## config.mk

```make
export PLATFORM = sky130hd
export DESIGN_NAME = pulse_wave_gen
export DESIGN_NICKNAME = d
export VERILOG_FILES = /design/src/rtl/pulse_wave_gen_pkg.sv /design/src/rtl/pulse_wave_ramp.sv /design/src/rtl/pulse_wave_gen.sv
export SDC_FILE = /design/constraint.sdc
export NUM_CORES = 1
export LEC_CHECK = 0
export CAP_MARGIN = 30
export CORE_AREA = 5 5 202 204
export DETAILED_ROUTE_END_ITERATION = 10
export DIE_AREA = 0 0 207 209
export MAX_ROUTING_LAYER = met4
export SYNTH_ARGS = -nofsm -noshare
export SYNTH_HDL_FRONTEND = slang
export SYNTH_SLANG_ARGS = --single-unit
```

## constraint.sdc

```tcl
create_clock -name clk -period 18.6 [get_ports clk]
set_input_delay 1.86 -clock clk [delete_from_list [all_inputs] [get_ports clk]]
set_output_delay 1.86 -clock clk [all_outputs]
set_load 0.01 [all_outputs]
```

## src/rtl/pulse_wave_gen_pkg.sv

```systemverilog
// Shared types and width constants for the pulse_wave_gen sequencer.
// Contents: phase/state encoding, default widths, and helpers that derive
// the ramp multiplier widths (signed difference, k+1 operand, product).
package pulse_wave_gen_pkg;

    localparam int unsigned PWG_DW = 12;  // sample/level code width
    localparam int unsigned PWG_CW = 16;  // delay/high/low duration width
    localparam int unsigned PWG_RW = 4;   // ramp log2 field width

    // Phase encoding; also driven out on the phase port.
    typedef enum logic [2:0] {
        ST_IDLE  = 3'd0,
        ST_DELAY = 3'd1,
        ST_RISE  = 3'd2,
        ST_HIGH  = 3'd3,
        ST_FALL  = 3'd4,
        ST_LOW   = 3'd5
    } pwg_state_e;

    // k+1 reaches 2^(2^rw - 1), which needs 2^rw bits.
    function automatic int unsigned pwg_k_w(input int unsigned rw);
        return 32'd1 << rw;
    endfunction

    // Signed difference of two unsigned dw-bit codes.
    function automatic int unsigned pwg_diff_w(input int unsigned dw);
        return dw + 32'd1;
    endfunction

    // Signed product of the difference and the (zero-extended) k+1 term.
    function automatic int unsigned pwg_prod_w(input int unsigned dw, input int unsigned rw);
        return pwg_diff_w(dw) + pwg_k_w(rw) + 32'd1;
    endfunction

    localparam int unsigned PWG_KW     = pwg_k_w(PWG_RW);
    localparam int unsigned PWG_DIFF_W = pwg_diff_w(PWG_DW);
    localparam int unsigned PWG_PROD_W = pwg_prod_w(PWG_DW, PWG_RW);

endpackage

```

## src/rtl/pulse_wave_ramp.sv

```systemverilog
// Linear ramp interpolator (combinational).
// code_c = from_code + floor((to_code - from_code) * kp1 / 2^log2)
// Ports:
//   from_code  in  DW  ramp start level
//   to_code    in  DW  ramp end level
//   kp1        in  KW  1-based beat index within the ramp
//   log2       in  RW  ramp length exponent
//   code_c     out DW  interpolated code
module pulse_wave_ramp
    import pulse_wave_gen_pkg::*;
#(
    parameter int unsigned DW = PWG_DW,
    parameter int unsigned RW = PWG_RW,
    localparam int unsigned KW = pwg_k_w(RW)
) (
    input  logic [DW-1:0] from_code,
    input  logic [DW-1:0] to_code,
    input  logic [KW-1:0] kp1,
    input  logic [RW-1:0] log2,
    output logic [DW-1:0] code_c
);

    localparam int unsigned DIFF_W = pwg_diff_w(DW);
    localparam int unsigned PROD_W = pwg_prod_w(DW, RW);

    logic signed [DIFF_W-1:0] diff;
    logic signed [PROD_W-1:0] diff_x;
    logic signed [PROD_W-1:0] kp1_x;
    logic signed [PROD_W-1:0] prod;
    logic signed [PROD_W-1:0] step;

    // Arithmetic shift floors toward -inf; the result always lies between
    // from_code and to_code, so truncating back to DW bits is lossless.
    always_comb begin
        diff   = $signed({1'b0, to_code}) - $signed({1'b0, from_code});
        diff_x = {{(PROD_W-DIFF_W){diff[DIFF_W-1]}}, diff};
        kp1_x  = {{(PROD_W-KW){1'b0}}, kp1};
        prod   = diff_x * kp1_x;
        step   = prod >>> log2;
        code_c = DW'($signed({{(PROD_W-DW){1'b0}}, from_code}) + step);
    end

endmodule

```

## src/rtl/pulse_wave_gen.sv

```systemverilog
// Trapezoid/rectangular stimulus sequencer: delay -> rise -> high -> fall -> low,
// linear ramps, one-shot or periodic, one sample per accepted valid/ready beat.
// Optional feature macro: PULSE_WAVE_GEN_BURST_EN (adds burst_len / done).
// Ports:
//   clk, rst          clock (rising edge), async active-high reset
//   start, stop       begin (when idle) / abort pulses
//   one_shot          1 = single period, 0 = periodic
//   iv, pv            low and high levels
//   td, th, tl        delay / high / low beat counts
//   tr_log2, tf_log2  rise / fall length exponents
//   burst_len         periods per burst, 0 = unlimited (macro only)
//   done              completion pulse (macro only)
//   out_data/out_valid/out_ready  sample stream
//   busy, phase       status
module pulse_wave_gen
    import pulse_wave_gen_pkg::*;
#(
    parameter int unsigned DW = PWG_DW,
    parameter int unsigned CW = PWG_CW,
    parameter int unsigned RW = PWG_RW
) (
    input  logic          clk,
    input  logic          rst,
    input  logic          start,
    input  logic          stop,
    input  logic          one_shot,
    input  logic [DW-1:0] iv,
    input  logic [DW-1:0] pv,
    input  logic [CW-1:0] td,
    input  logic [CW-1:0] th,
    input  logic [CW-1:0] tl,
    input  logic [RW-1:0] tr_log2,
    input  logic [RW-1:0] tf_log2,
`ifdef PULSE_WAVE_GEN_BURST_EN
    input  logic [15:0]   burst_len,
    output logic          done,
`endif
    output logic [DW-1:0] out_data,
    output logic          out_valid,
    input  logic          out_ready,
    output logic          busy,
    output logic [2:0]    phase
);

    localparam int unsigned KW    = pwg_k_w(RW);
    localparam int unsigned CNT_W = (CW > KW) ? CW : KW;

    typedef struct packed {
        logic          one_shot;
        logic [DW-1:0] iv;
        logic [DW-1:0] pv;
        logic [CW-1:0] td;
        logic [CW-1:0] th;
        logic [CW-1:0] tl;
        logic [RW-1:0] tr_log2;
        logic [RW-1:0] tf_log2;
`ifdef PULSE_WAVE_GEN_BURST_EN
        logic [15:0]   burst_len;
`endif
    } cfg_t;

    cfg_t             cfg_q, cfg_d, cfg_in, cfg;
    pwg_state_e       state_q, state_d, nxt_state;
    logic [CNT_W-1:0] cnt_q, cnt_d, nxt_cnt, cnt_inc, phase_len;
    logic [DW-1:0]    out_data_q, out_data_d;
    logic             out_valid_q, out_valid_d;
    logic             busy_q, busy_d;
    logic [DW-1:0]    ramp_from, ramp_to, ramp_code, sample;
    logic [RW-1:0]    ramp_log2;
    logic [KW-1:0]    ramp_kp1;
    logic             beat, launch, advance, last, wrap, finish;
`ifdef PULSE_WAVE_GEN_BURST_EN
    logic [15:0]      period_q, period_d;
    logic             done_q, done_d;
`endif

    // Configuration snapshot source; live inputs are only observed in IDLE.
    always_comb begin
        cfg_in          = '0;
        cfg_in.one_shot = one_shot;
        cfg_in.iv       = iv;
        cfg_in.pv       = pv;
        cfg_in.td       = td;
        cfg_in.th       = th;
        cfg_in.tl       = tl;
        cfg_in.tr_log2  = tr_log2;
        cfg_in.tf_log2  = tf_log2;
`ifdef PULSE_WAVE_GEN_BURST_EN
        cfg_in.burst_len = burst_len;
`endif
        cfg = (state_q == ST_IDLE) ? cfg_in : cfg_q;
    end

    // Beat count of the current phase and whether this beat is its last.
    always_comb begin
        phase_len = CNT_W'(1);
        unique case (state_q)
            ST_DELAY: phase_len = CNT_W'(cfg.td);
            ST_RISE:  phase_len = CNT_W'(1) << cfg.tr_log2;
            ST_HIGH:  phase_len = CNT_W'(cfg.th);
            ST_FALL:  phase_len = CNT_W'(1) << cfg.tf_log2;
            ST_LOW:   phase_len = CNT_W'(cfg.tl);
            default:  phase_len = CNT_W'(1);
        endcase
        cnt_inc = cnt_q + CNT_W'(1);
        last    = (cnt_inc == phase_len);
        beat    = out_valid_q & out_ready;
        launch  = (state_q == ST_IDLE) & start & ~stop;
        advance = (state_q != ST_IDLE) & ~stop & beat;
    end

    // Next phase/counter; zero-length phases are skipped on entry.
    always_comb begin
        nxt_state = state_q;
        nxt_cnt   = cnt_q;
        wrap      = 1'b0;
        finish    = 1'b0;
`ifdef PULSE_WAVE_GEN_BURST_EN
        period_d  = period_q;
`endif
        if (launch) begin
            nxt_state = (cfg.td != '0) ? ST_DELAY : ST_RISE;
            nxt_cnt   = '0;
`ifdef PULSE_WAVE_GEN_BURST_EN
            period_d  = '0;
`endif
        end else if (advance) begin
            if (!last) begin
                nxt_cnt = cnt_inc;
            end else begin
                nxt_cnt = '0;
                unique case (state_q)
                    ST_DELAY: nxt_state = ST_RISE;
                    ST_RISE:  nxt_state = (cfg.th != '0) ? ST_HIGH : ST_FALL;
                    ST_HIGH:  nxt_state = ST_FALL;
                    ST_FALL: begin
                        if (cfg.tl != '0) nxt_state = ST_LOW;
                        else              wrap      = 1'b1;
                    end
                    ST_LOW:   wrap = 1'b1;
                    default:  nxt_state = ST_IDLE;
                endcase
                // End of a period: periodic mode restarts at RISE (no delay).
                if (wrap) begin
                    if (cfg.one_shot) begin
                        finish = 1'b1;
                    end
`ifdef PULSE_WAVE_GEN_BURST_EN
                    else if ((cfg.burst_len != '0) &&
                             (period_q + 16'd1 == cfg.burst_len)) begin
                        finish = 1'b1;
                    end else begin
                        period_d = period_q + 16'd1;
                    end
`endif
                    nxt_state = finish ? ST_IDLE : ST_RISE;
                end
            end
        end
    end

    // One shared interpolator: operands are swapped for the falling edge.
    always_comb begin
        ramp_from = (nxt_state == ST_FALL) ? cfg.pv : cfg.iv;
        ramp_to   = (nxt_state == ST_FALL) ? cfg.iv : cfg.pv;
        ramp_log2 = (nxt_state == ST_FALL) ? cfg.tf_log2 : cfg.tr_log2;
        ramp_kp1  = KW'(nxt_cnt) + KW'(1);
    end

    pulse_wave_ramp #(
        .DW (DW),
        .RW (RW)
    ) u_ramp (
        .from_code (ramp_from),
        .to_code   (ramp_to),
        .kp1       (ramp_kp1),
        .log2      (ramp_log2),
        .code_c    (ramp_code)
    );

    // Sample to present for the next beat.
    always_comb begin
        sample = cfg.iv;
        unique case (nxt_state)
            ST_RISE, ST_FALL: sample = ramp_code;
            ST_HIGH:          sample = cfg.pv;
            default:          sample = cfg.iv;
        endcase
    end

    // Register next values; stop in a busy phase overrides any advance.
    always_comb begin
        state_d     = state_q;
        cnt_d       = cnt_q;
        out_data_d  = out_data_q;
        out_valid_d = out_valid_q;
        busy_d      = busy_q;
        cfg_d       = cfg_q;
`ifdef PULSE_WAVE_GEN_BURST_EN
        done_d      = 1'b0;
`endif
        if (launch) begin
            cfg_d = cfg_in;
        end
        if ((state_q != ST_IDLE) && stop) begin
            state_d     = ST_IDLE;
            cnt_d       = '0;
            out_data_d  = cfg_q.iv;
            out_valid_d = 1'b0;
            busy_d      = 1'b0;
        end else if (launch || advance) begin
            state_d     = nxt_state;
            cnt_d       = nxt_cnt;
            out_data_d  = sample;
            out_valid_d = (nxt_state != ST_IDLE);
            busy_d      = (nxt_state != ST_IDLE);
`ifdef PULSE_WAVE_GEN_BURST_EN
            done_d      = finish;
`endif
        end
    end

    // State and output registers.
    always_ff @(posedge clk or posedge rst) begin
        if (rst) begin
            state_q     <= ST_IDLE;
            cnt_q       <= '0;
            out_data_q  <= '0;
            out_valid_q <= 1'b0;
            busy_q      <= 1'b0;
            cfg_q       <= '0;
`ifdef PULSE_WAVE_GEN_BURST_EN
            period_q    <= '0;
            done_q      <= 1'b0;
`endif
        end else begin
            state_q     <= state_d;
            cnt_q       <= cnt_d;
            out_data_q  <= out_data_d;
            out_valid_q <= out_valid_d;
            busy_q      <= busy_d;
            cfg_q       <= cfg_d;
`ifdef PULSE_WAVE_GEN_BURST_EN
            period_q    <= period_d;
            done_q      <= done_d;
`endif
        end
    end

    assign out_data  = out_data_q;
    assign out_valid = out_valid_q;
    assign busy      = busy_q;
    assign phase     = state_q;
`ifdef PULSE_WAVE_GEN_BURST_EN
    assign done      = done_q;
`endif

endmodule

```

## Word level (Yosys, flattened, before mapping)

Cells that the tools add are included.

- Register bits: 113
- Output and inout bits: 17
- Word-level logic and storage cells: 81

- Add/subtract/negate cells: 4
- Multiply operators: 1
- Eq/ne operators: 9
- Shift-type cells: 3
- Mux-type cells: 36
- Bitwise logic cells: 6
- Reduce and logical (&&, ||, !) cells: 10

Operators with widths:

| operator | number |
|---|---|
| $mux 81 | 1 |
| $mux 16 | 5 |
| $pmux 16 s5 | 1 |
| $mux 12 | 4 |
| $reduce_bool 16->1 | 3 |
| $add 16x1->16 const B | 2 |
| $shl 1x4->16 const A | 2 |
| $mul 13x17->30 | 1 |
| $sshr 30x4->12 | 1 |
| $mux 3 | 8 |
| $pmux 12 s2 | 1 |
| $eq 16x16->1 | 1 |
| $pmux 3 s5 | 1 |
| $sub 12x12->13 | 1 |
| $add 12x12->12 | 1 |
| $eq 3x2->1 const B | 4 |
| $mux 1 | 11 |
| $eq 3x3->1 const B | 3 |
| $reduce_bool 3->1 | 2 |
| $and 1x1->1 | 5 |
| $mux 2 | 2 |
| $mux 4 | 1 |
| $eq 3x1->1 const B | 1 |
| $logic_not 3->1 | 1 |
| 6 further kinds | 6 |

## Longest topological paths before layout

Gate-level depths: netlist (run 1).

- Word-level depth: 26
- Gate-level depth with buffers: 71
- Depth with buffers taken out: 64

## By module

A second synthesis (run 1) with hierarchy kept.

- Cells, all modules: 2137
- Area, all modules: 16858.7 µm²

Modules (own cells, without submodules):

| module | times used | cells an instance | area each (µm²) |
|---|---|---|---|
| pulse_wave_ramp | 1 | 1065 | 9072.5 |
| pulse_wave_gen | 1 | 1072 | 7786.2 |

## Worst setup path before layout (run 1)

Ideal clock, no wire load.

- Path kind: input-to-reg
- Start: input port tr_log2[1]
- End: register out_data_q[11], in the netlist out_data[11]
- Setup time: 0.120 ns
- Data arrival time: 15.155 ns
- Required time: 18.480 ns
- Setup slack: 3.325 ns
- Stages on the path: 57
- Cells stage by stage: mux2i_2 > o31ai_4 > o221a_2 > or4_1 > a2111o_1 > nor4_4 > nand4_1 > o21ai_0 > buf_2 > clkbuf_1 > clkbuf_1 > buf_1 > nand2_1 > a31oi_1 > ha_1 > fa_1 > nor2b_1 > o21ai_0 > [... 21 more ...] > a2111oi_0 > nor2_1 > a21oi_1 > xnor2_1 > mux2i_1 > o21ai_0 > mux4_2 > ha_1 > a21oi_1 > o21bai_1 > a21oi_1 > o21bai_1 > a21oi_1 > o21bai_1 > a21oi_1 > xor2_1 > or4_1 > a31o_1

- Word-level cells in the longest chain between the ends: 16
- Elaborated cells between the ends (all ways): 25
- Those cells by class: 3 x add/sub; 1 x mul; 4 x eq/ne; 2 x shift; 14 x mux; 1 x reduce/logical

RTL lines:

| element | RTL line | RTL |
|---|---|---|
| start, declared | pulse_wave_gen.sv:32 | `input logic [RW-1:0] tr_log2,` |
| $mux 81 (*) | pulse_wave_gen.sv:91 | `cfg = (state_q == ST_IDLE) ? cfg_in : cfg_q;` |
| $shl 1x4->16 | pulse_wave_gen.sv:99 | `ST_RISE: phase_len = CNT_W'(1) << cfg.tr_log2;` |
| $pmux 16 s5 | pulse_wave_gen.sv:97 | `unique case (state_q)` |
| $eq 16x16->1 | pulse_wave_gen.sv:106 | `last = (cnt_inc == phase_len);` |
| $mux 3 | pulse_wave_gen.sv:128 | `if (!last) begin` |
| $mux 3 | pulse_wave_gen.sv:127 | `end else if (advance) begin` |
| $mux 3 | pulse_wave_gen.sv:121 | `if (launch) begin` |
| $eq 3x3->1 | -- |  |
| $mux 12 (on tied branches) | pulse_wave_gen.sv:165, pulse_wave_gen.sv:164 |  |
| $sub 12x12->13 | pulse_wave_ramp.sv:35 | `diff = $signed({1'b0, to_code}) - $signed({1'b0, from_code});` |
| $mul 13x17->30 | pulse_wave_ramp.sv:38 | `prod = diff_x * kp1_x;` |
| $sshr 30x4->12 | pulse_wave_ramp.sv:39 | `step = prod >>> log2;` |
| $add 12x12->12 | pulse_wave_ramp.sv:40 | `code_c = DW'($signed({{(PROD_W-DW){1'b0}}, from_code}) + step);` |
| $pmux 12 s2 (*) | pulse_wave_gen.sv:184 | `unique case (nxt_state)` |
| $mux 12 (*) | pulse_wave_gen.sv:211 | `end else if (launch \|\| advance) begin` |
| $mux 12 (*) | pulse_wave_gen.sv:205 | `if ((state_q != ST_IDLE) && stop) begin` |
| end signal, assigned | pulse_wave_gen.sv:239 | `out_data_q <= out_data_d;` |
| end, declared | pulse_wave_gen.sv:65 | `logic [DW-1:0] out_data_q, out_data_d;` |

Every way passes the cells marked *; elsewhere a longest branch is shown, timed or not. The select of a mux whose other input is x is not followed.
A chain may end at the register's enable or synchronous reset.

## Worst setup path after layout (run 1)

- Start: input port tr_log2[2]
- End: register out_data_q[11], in the netlist out_data[11]

Same word-level chain as after synthesis.

==> summary.md, run 1 <==
| Metric | Value |
|---|---|
| Die H | `209 um` |
| Status | `finished, final reports clean` |
| DR pass1 iterations | `6` |
| H-tree depth | `4` |
| Final routed DRC violation total | `0` |
| Via count | `15200` |
| Number of global-route vias before repair | `15300` |
| Clock sink count | `113` |
| Kind of critical path | `in -> reg` |
| # Post-CTS Setup Buffers | `0` |
| Routed len/inst | `19.3 um` |
| Final Wtd Congestion | `0.967` |
| Final Max Slew Viols | `0` |
| TritonCTS clock tree | `built` |
| Synthesized area | `16500 sq um` |
| Detailed Place HPWL | `41100 um` |
| Flops & latches, synth | `113` |
| Post-Syn Area per Cell | `7.71 sq um` |
| Initial antenna violation count | `0` |
| Setup crit start kind | `input pin` |
| Worst Skew | `0.0129 ns` |
| RSZ-0062 raised after global routing | `false` |
| Critical Path Max Stage Delay | `0.72 ns` |
| Total negative setup slack | `0 ns` |
| Minimum clock period | `17.08 ns` |
| IO Port Bufs | `102` |
| Max Cap Viol | `0` |
| Worst skew pair latency | `0.44 ns` |
| FP Rows | `73` |
| EDFF count, synth | `0` |
| Area grow syn2layout | `13.3%` |
| Worst Path Arrival | `17.40 ns` |
| Critical-path top delay cell | `o31ai_2` |
| Ratio of cells with drive above 1 in the final layout | `5.58%` |
| Synth warnings | `0` |
| Worst-path fanout max | `31` |
| Max Root-Sink Buffers | `2` |
| Achievable Freq | `58.6 MHz` |
| Critical Path End Type | `flip-flop` |
| Top_reg_cell synth | `dfrtp_1` |
| Syn Nets | `2487` |
| Antenna Diode Count | `0` |
| Boundary pin count | `103` |
| CTS Root Cell | `clkbuf_16` |
| GRT overflow | `0` |
| Pin count of the biggest net entering global routing | `86` |
| Worst hold path type | `reg -> reg` |
| Relative slew slack | `28.7%` |
| # setup viols final | `0` |
| Asr flop ratio synth | `100%` |
| Number of vias per cell | `5.58` |
| Yosys cell types | `90` |
| Cts repair resizes | `0` |
| Sequential share of the synthesized area | `17.2%` |
| Core area | `39100 sq um` |
| Routed Antenna Nets | `0` |
| Clock transition at path regs | `0.06 ns` |
| Chip Width | `207 um` |
| Total CTS buffers | `17` |
| Final Hold Fails | `0` |
| Synthesized instance count | `2137` |
| First-pass GRT wire length | `84600 um` |
| Share of Yosys cell area claimed by the top area cell type | `18.9%` |
| Top post-synthesis cells by area | `fa_1, dfrtp_1, nand2_1` |
| Starting Density | `42.2%` |
| Req. time, crit path | `18.92 ns` |
| Routed WL | `52700 um` |
| Worst slew pin tran | `1.07 ns` |
| Top cell type by total area after synthesis | `fa_1` |
| First DRT Iteration DRCs | `1171` |
| Final nets | `2540` |
| Hold_buf cts | `0` |
| Die footprint | `43300 sq um` |
| Tot GR Track Use | `24.8%` |
| Final period util | `91.8%` |
-- through the flow --
| stage | setup slack [ns] | util, % | cells | cell area, sq um | hold WS, ns |
|---|---|---|---|---|---|
| after global placement | 1.63 | 46.2 | 2693 | 18000 | 0.453 |
| after global routing | 0.410 | 47.8 | 2728 | 18700 | 0.495 |
| final | 1.52 | 47.8 | 2728 | 18700 | 0.472 |
| after floorplan | 3.33 | - | 2137 | 16500 | 0.437 |
| after detailed placement | 1.35 | 46.3 | 2696 | 18100 | 0.460 |
| after CTS | 1.73 | 47.8 | 2728 | 18700 | 0.474 |
-- cell usage in the layout (no fill, tap or decap), drive strengths merged, types with 29 or more instances in the layout --
master | Yosys | final
nand2 | 583 | 583
inv | 205 | 217
fa | 156 | 156
nor2 | 141 | 141
dfrtp | 113 | 113
ha | 108 | 108
clkdlybuf4s50 | 0 | 102
a21oi | 77 | 77
o21ai | 63 | 63
xnor2 | 60 | 60
mux2i | 58 | 58
nand3 | 55 | 55
buf | 30 | 40
nor3 | 37 | 37
xor2 | 34 | 34
and2 | 29 | 29
-- sequential cells by signal, summed over array words and instances, names as in the netlist --
register,flops
out_data,12
busy,1
phase,3
cnt_q,16
cfg_q,81
-- path summary, 6_finish.rpt --
kind	startpoint	endpoint	slack (ns)	cells past startpoint
max	tr_log2[2]	out_data[11]	1.52	56
min	cfg_q[41]	cfg_q[41]	0.47	2
max reg2reg	phase[2]	out_data[11]	2.20	56
min reg2reg	cfg_q[41]	cfg_q[41]	0.47	2
max in group asynchronous	rst	cnt_q[15]	15.76	4
min in group asynchronous	rst	out_data[4]	1.82	2
-- cell families (layout without fill, tap and decap cells) --
kind of cell / Yosys count / in the layout / synth area share, %
AO/OA/AOI/OAI: 297 / 297 / 12.4
XOR/XNOR: 95 / 95 / 5.13
adder cells (fa/ha/maj): 265 / 265 / 27.2
buffers and inverters: 314 / 380 / 7.39
flip-flops: 113 / 113 / 17.2
multiplexers: 72 / 72 / 4.64
AND/OR/NAND/NOR: 981 / 981 / 26.1
-- per-layer routing --
metal	track usage [%]	up-vias	wire, um
li1	-	7165	-
met1	33.7	7427	23600
met2	39.8	556	24700
met3	3.15	68	3330
met4	5.70	0	1100
met5	-	-	0
-- layout make-up --
type / count / area (sq um)
clock inverters: 15 / 158
flip-flops and latches: 113 / 2830
well taps: 525 / 657
inverters: 206 / 776
multi-input cells: 1710 / 12500
fillers: 3928 / 20400
repair buffers: 142 / 1350
clock buffers: 17 / 425
-- synth_stat cells (all sizes together) (17+ instances only) --
master,count
nand2,583
inv,205
fa,156
nor2,141
dfrtp,113
ha,108
clkbuf,78
a21oi,77
o21ai,63
xnor2,60
mux2i,58
nand3,55
nor3,37
xor2,34
buf,30
and2,29
nor4,22
or3,22
and3,18
nand2b,17
-- worst max-delay path: cells and delay by family --
| kind | cells | cell delay (ns) |
|---|---|---|
| xor gates and xnor gates | 3 | 0.61 |
| muxes | 4 | 0.97 |
| AOI/OAI and AO/OA | 22 | 5.73 |
| buffers and inverters | 6 | 1.75 |
| and+or+nand+nor | 11 | 2.37 |
| adders and majority gates | 10 | 4.06 |
Power of run 1 is left out: the tool's default activity adds up to more than one toggle a clock period on the data nets, which glitch-free logic cannot reach.
==> inputs of run 2 (changes only) <==
--- a/config.mk
+++ b/config.mk
@@ -5,10 +5,11 @@
 export SDC_FILE = /design/constraint.sdc
 export NUM_CORES = 1
 export LEC_CHECK = 0
+export ABC_AREA = 1
 export CAP_MARGIN = 30
-export CORE_AREA = 5 5 202 204
+export CORE_AREA = 5 5 201 203
 export DETAILED_ROUTE_END_ITERATION = 10
-export DIE_AREA = 0 0 207 209
+export DIE_AREA = 0 0 206 208
 export MAX_ROUTING_LAYER = met4
 export SYNTH_ARGS = -nofsm -noshare
 export SYNTH_HDL_FRONTEND = slang
==> run 2 against run 1 <==
Effect of this change: final area is 2.3% lower; via count is 0.77% higher; setup slack better by 1.9 ns; wire length is 4.2% lower; register-to-register slack better by 1.2 ns; fmax is 12% higher; worst hold slack better by 0.0066 ns; sequential cell count stayed put; sequential share of layout area is 0.35 points higher; final cell count is 8.0% higher; non-clock buffer count is 19 lower.
==> summary.md, run 2 <==
| Metric | Value |
|---|---|
| Final Max Slew Viols | `0` |
| IO Port Bufs | `102` |
| Setup crit start kind | `flip-flop` |
| TritonCTS clock tree | `built` |
| WL met3 | `3400 um` |
| Critical-path top delay cell | `buf_4` |
| Most frequent cells in the layout | `nand2_1, inv_1, o21ai_0` |
| CP startpoint | `phase[2]` |
| Flop2flop setup slack | `3.38 ns` |
| Yosys cell types | `49` |
| Via count | `15300` |
| Final nets | `2764` |
| Commonest non-fill, non-tap cell in the layout | `nand2_1` |
| Synth warnings | `0` |
| Final Hold Fails | `0` |
| Uppermost layer routed | `met4` |
| WL met1 | `23800 um` |
| Chip Width | `206 um` |
| Worst Path Arrival | `15.57 ns` |
| Clock sink count | `113` |
| Detailed Place HPWL | `40800 um` |
| First DRT Iteration DRCs | `1239` |
| Die H | `208 um` |
| Critical Path End Type | `flip-flop` |
| Max Root-Sink Buffers | `2` |
| Met2 WL | `22200 um` |
| Worst flop-to-flop path endpoint | `out_data[10]` |
| Relative slew slack | `39.1%` |
| Boundary pin count | `103` |
| Minimum clock period | `15.22 ns` |
| Final Wtd Congestion | `0.970` |
| Pre-CTS WS | `3.56 ns` |
| Syn Nets | `2704` |
| Critical Path Max Stage Delay | `0.78 ns` |
| Worst Skew | `0.0233 ns` |
| Worst skew pair latency | `0.43 ns` |
| Req. time, crit path | `18.95 ns` |
| Tot GR Track Use | `24.2%` |
| Worst slew pin tran | `0.913 ns` |
| Top_reg_cell synth | `dfrtp_1` |
| Asr flop ratio synth | `100%` |
| Most frequent cell after synthesis | `nand2_1` |
| Ratio of cells with drive above 1 in the final layout | `4.74%` |
| Top post-synthesis cells by area | `fa_1, dfrtp_1, nand2_1` |
| Fin worst setup slack | `3.38 ns` |
| Routed Antenna Nets | `0` |
| Number of vias per cell | `5.21` |
| FP Rows | `72` |
| Top cell type by total area after synthesis | `fa_1` |
| Total negative setup slack | `0 ns` |
| Die footprint | `42800 sq um` |
| Fin util | `47.7%` |
| Most flop-heavy register | `cfg_q` |
| RSZ-0062 raised after global routing | `false` |
| Cts repair resizes | `0` |
| Synthesized area | `16200 sq um` |
| Most Frequent Cell on Critical Path | `nand2_1` |
| Min Hold Slack | `0.479 ns` |
| Pin count of the biggest net entering global routing | `101` |
| Kind of critical path | `reg -> reg` |
| Final period util | `81.8%` |
| Post-Syn Area per Cell | `6.88 sq um` |
| Number of global-route vias before repair | `14900` |
| Initial antenna violation count | `0` |
| Core area | `38300 sq um` |
| Routed len/inst | `17.2 um` |
| Worst setup path endpoint | `out_data[10]` |
| Status | `finished, final reports clean` |
| Reg2reg start | `phase[2]` |
| Clock transition at path regs | `0.07 ns` |
| Max Cap Viol | `0` |
| Starting Density | `42.3%` |
| Hold_buf cts | `0` |
| # Post-CTS Setup Buffers | `0` |
| DR pass1 iterations | `6` |
| Antenna Diode Count | `0` |
| Synthesized instance count | `2354` |
| First-pass GRT wire length | `80600 um` |
| Worst-path fanout max | `93` |
| Share of Yosys cell area claimed by the top area cell type | `19.3%` |
| H-tree depth | `4` |
| GRT overflow | `0` |
| # setup viols final | `0` |
| Achievable Freq | `65.7 MHz` |
| EDFF count, synth | `0` |
| Sequential share of the synthesized area | `17.5%` |
| Top cells by count, synth | `nand2_1, inv_1, o21ai_0, nor2_1, fa_1` |
| Final routed DRC violation total | `0` |
| Flops & latches, synth | `113` |
| CTS Root Cell | `clkbuf_16` |
| Routed WL | `50500 um` |
| Max reg flops | `81` |
| Total CTS buffers | `17` |
| Worst hold path type | `reg -> reg` |
| Reg2reg path depth | `75` |
| Area grow syn2layout | `12.7%` |
run 2: final cells by class:
type,instances,area [sq um]
repair buffers,123,1200
flip-flops and latches,113,2830
inverters,416,1560
clock buffers,17,425
well taps,518,648
clock inverters,15,163
fillers,3929,20000
multi-input cells,1743,11400
run 2: through the flow:
step	cell area [sq um]	std cells
after CTS	18200	2944
after global routing	18200	2945
after global placement	17600	2910
after detailed placement	17700	2912
after floorplan	16200	2354
final	18200	2945
run 2: critical path, delay by kind of cell (launching register included):
kind | cells | cell delay (ns)
AND/OR/NAND/NOR | 33 | 4.56
flip-flops | 1 | 0.70
adder cells (fa/ha/maj) | 9 | 3.02
buffers and inverters | 12 | 2.63
XOR/XNOR | 2 | 0.37
AO/OA/AOI/OAI | 19 | 3.76
run 2: worst min-delay path by stage:
stage,cells after the start,startpoint,end,slack (ns)
after global placement,2,cfg_q[60],cfg_q[60],0.45
after global routing,2,cfg_q[23],cfg_q[23],0.50
final,2,cfg_q[61],cfg_q[61],0.48
after floorplan,2,cfg_q[60],cfg_q[60],0.44
after CTS,2,cfg_q[65],cfg_q[65],0.48
after detailed placement,2,cfg_q[61],cfg_q[61],0.46
run 2: layer usage:
metal,vias up,track usage [%]
met5,-,-
met4,0,5.28
met3,87,4.59
met2,502,35.9
met1,7278,34.7
li1,7466,-
run 2: logic make-up (layout without fill, tap and decap cells):
| group | after synthesis | after routing | synth area share [%] |
|---|---|---|---|
| simple gates | 1048 | 1048 | 27.3 |
| buf+inv | 498 | 571 | 12.1 |
| compound gates | 378 | 378 | 12.6 |
| fa+ha+maj | 264 | 264 | 27.6 |
| flops | 113 | 113 | 17.5 |
| xor+xnor | 48 | 48 | 2.60 |
| mux | 5 | 5 | 0.309 |
Power of run 2 is left out for the same reason.
==> inputs of run 3 (changes only) <==
==> constraint.sdc (replaced) <==
create_clock -name clk -period 14.02 [get_ports clk]
set_input_delay 1.402 -clock clk [delete_from_list [all_inputs] [get_ports clk]]
set_output_delay 1.402 -clock clk [all_outputs]
set_load 0.01 [all_outputs]
==> run 3 against run 2 <==
Effect of this change: worst hold slack lost 0.0060 ns; core utilization up 0.66 points; via count grew 1.0%; sequential cell count unchanged; wire length increased by 1.8%; global-route usage is 0.74 points higher; die area is the same; critical path type is now in -> reg.
==> summary.md, run 3 (same netlist as run 2, synthesis figures left out) <==
| Metric | Value |
|---|---|
| Number of global-route vias before repair | `15100` |
| Die footprint | `42800 sq um` |
| Max Root-Sink Buffers | `2` |
| Largest delay contributor family on the critical path | `adder cells` |
| Kind of critical path | `in -> reg` |
| RSZ-0062 raised after global routing | `false` |
| Worst skew pair latency | `0.44 ns` |
| Initial antenna violation count | `0` |
| Total CTS buffers | `17` |
| Pin count of the biggest net entering global routing | `76` |
| Relative slew slack | `38.8%` |
| Starting Density | `42.3%` |
| Total negative setup slack | `0 ns` |
| GR Util met1 | `36.5%` |
| Final Hold Fails | `0` |
| Routed len/inst | `17.3 um` |
| Commonest non-fill, non-tap cell in the layout | `nand2_1` |
| TritonCTS clock tree | `built` |
| Buf/Inv on CP | `13` |
| Worst Path Arrival | `13.21 ns` |
| Met2 Resource Use GR | `37.1%` |
| Area grow syn2layout | `14.3%` |
| Number of vias per cell | `5.21` |
| Hold_buf cts | `0` |
| Final Max Slew Viols | `0` |
| Minimum clock period | `12.92 ns` |
| FP Rows | `72` |
| Max Cap Viol | `0` |
| Boundary pin count | `103` |
| Fin worst setup slack | `1.10 ns` |
| Critical Path End Type | `flip-flop` |
| Ratio of cells with drive above 1 in the final layout | `5.94%` |
| Critical Path Max Stage Delay | `0.52 ns` |
| # Post-CTS Setup Buffers | `0` |
| Final routed DRC violation total | `0` |
| WP depth | `70` |
| Achievable Freq | `77.4 MHz` |
| IO Port Bufs | `102` |
| GRT overflow | `0` |
| Max reg flops | `81` |
| WHS Path Cells | `2` |
| First DRT Iteration DRCs | `1032` |
| GRT met3 Usage | `4.20%` |
| Final nets | `2793` |
| Routed WL | `51400 um` |
| Most Frequent Cell on Critical Path | `nand2_1` |
| Die H | `208 um` |
| H-tree depth | `4` |
| Critical-path top delay cell | `fa_1` |
| Chip Width | `206 um` |
| # setup viols final | `0` |
| Routed Antenna Nets | `0` |
| Most flop-heavy register | `cfg_q` |
| Final Wtd Congestion | `0.980` |
| Worst slew pin tran | `0.909 ns` |
| Core area | `38300 sq um` |
| Detailed Place HPWL | `42400 um` |
| Most frequent cells in the layout | `nand2_1, inv_1, o21ai_0` |
| Final period util | `92.2%` |
| Reg2reg path depth | `69` |
| Antenna Diode Count | `0` |
| Worst Skew | `0.0221 ns` |
| Via count | `15500` |
| DR pass1 iterations | `5` |
| Req. time, crit path | `14.31 ns` |
| # fillers | `3982` |
| Status | `finished, final reports clean` |
| Tot GR Track Use | `25.0%` |
| Clock transition at path regs | `0.06 ns` |
| Pre-CTS WS | `0.370 ns` |
| Setup crit start kind | `input pin` |
| First-pass GRT wire length | `82900 um` |
| Grt peak-use layer | `met2` |
| Clock sink count | `113` |
| CTS Root Cell | `clkbuf_16` |
| Worst-path fanout max | `33` |
| Worst hold path type | `reg -> reg` |
==> run 3: cell types whose count changed in the layout (fill, tap and decap cells not counted) <==
| cell | previous run | this run |
|---|---|---|
| buf_4 | 20 | 48 |
| o21ai_0 | 245 | 239 |
| o21ai_1 | 34 | 40 |
| clkinv_4 | 1 | 4 |
| inv_8 | 5 | 2 |
| a31oi_1 | 4 | 3 |
| a31oi_2 | 0 | 1 |
| buf_12 | 0 | 1 |
| bufinv_16 | 1 | 2 |
| clkinv_2 | 0 | 1 |
| inv_1 | 394 | 393 |
| inv_6 | 6 | 5 |
==> run 3: stage by stage <==
stage	util [%]	cells	cell area (sq um)	hold slack, ns
after floorplan	-	2354	16200	0.441
after global placement	46.6	2940	17900	0.454
after detailed placement	46.7	2941	17900	0.459
after CTS	48.2	2973	18500	0.476
after global routing	48.3	2974	18500	0.499
final	48.3	2974	18500	0.473
==> run 3: final timing paths <==
path,start,to,slack (ns)
max reg2reg,phase[0],out_data[10],1.20
min in group asynchronous,rst,cfg_q[30],1.17
min,cfg_q[61],cfg_q[61],0.47
max,tr_log2[1],out_data[10],1.10
max in group asynchronous,rst,cnt_q[12],11.66
min reg2reg,cfg_q[61],cfg_q[61],0.47
==> run 3: final cells by class <==
cell class,instances,area (sq um),share of cell area (%)
inverter,416,1570,8.48
multi-input combinational,1743,11400,61.8
tap,518,648,3.50
sequential,113,2830,15.3
clock buffer,17,425,2.30
clock inverter,15,173,0.933
timing repair buffer,152,1430,7.72
==> run 3: metal layers <==
metal	routed length, um	vias to the layer above
met5	0	-
met4	892	0
met3	3420	65
met2	22600	526
met1	24500	7371
li1	-	7527
==> run 3: tightest hold or removal path: stages (launching register included) <==
cell and delay, ns:
dfrtp_1 0.34, nand2_1 0.05, nand2_1 0.05
==> run 3: what timing repair did <==
item,4_1_cts,5_1_grt
resized for setup,0,11
endpoints found under the hold margin,0,0
setup endpoints to repair,0,6
Power of run 3 is left out for the same reason.
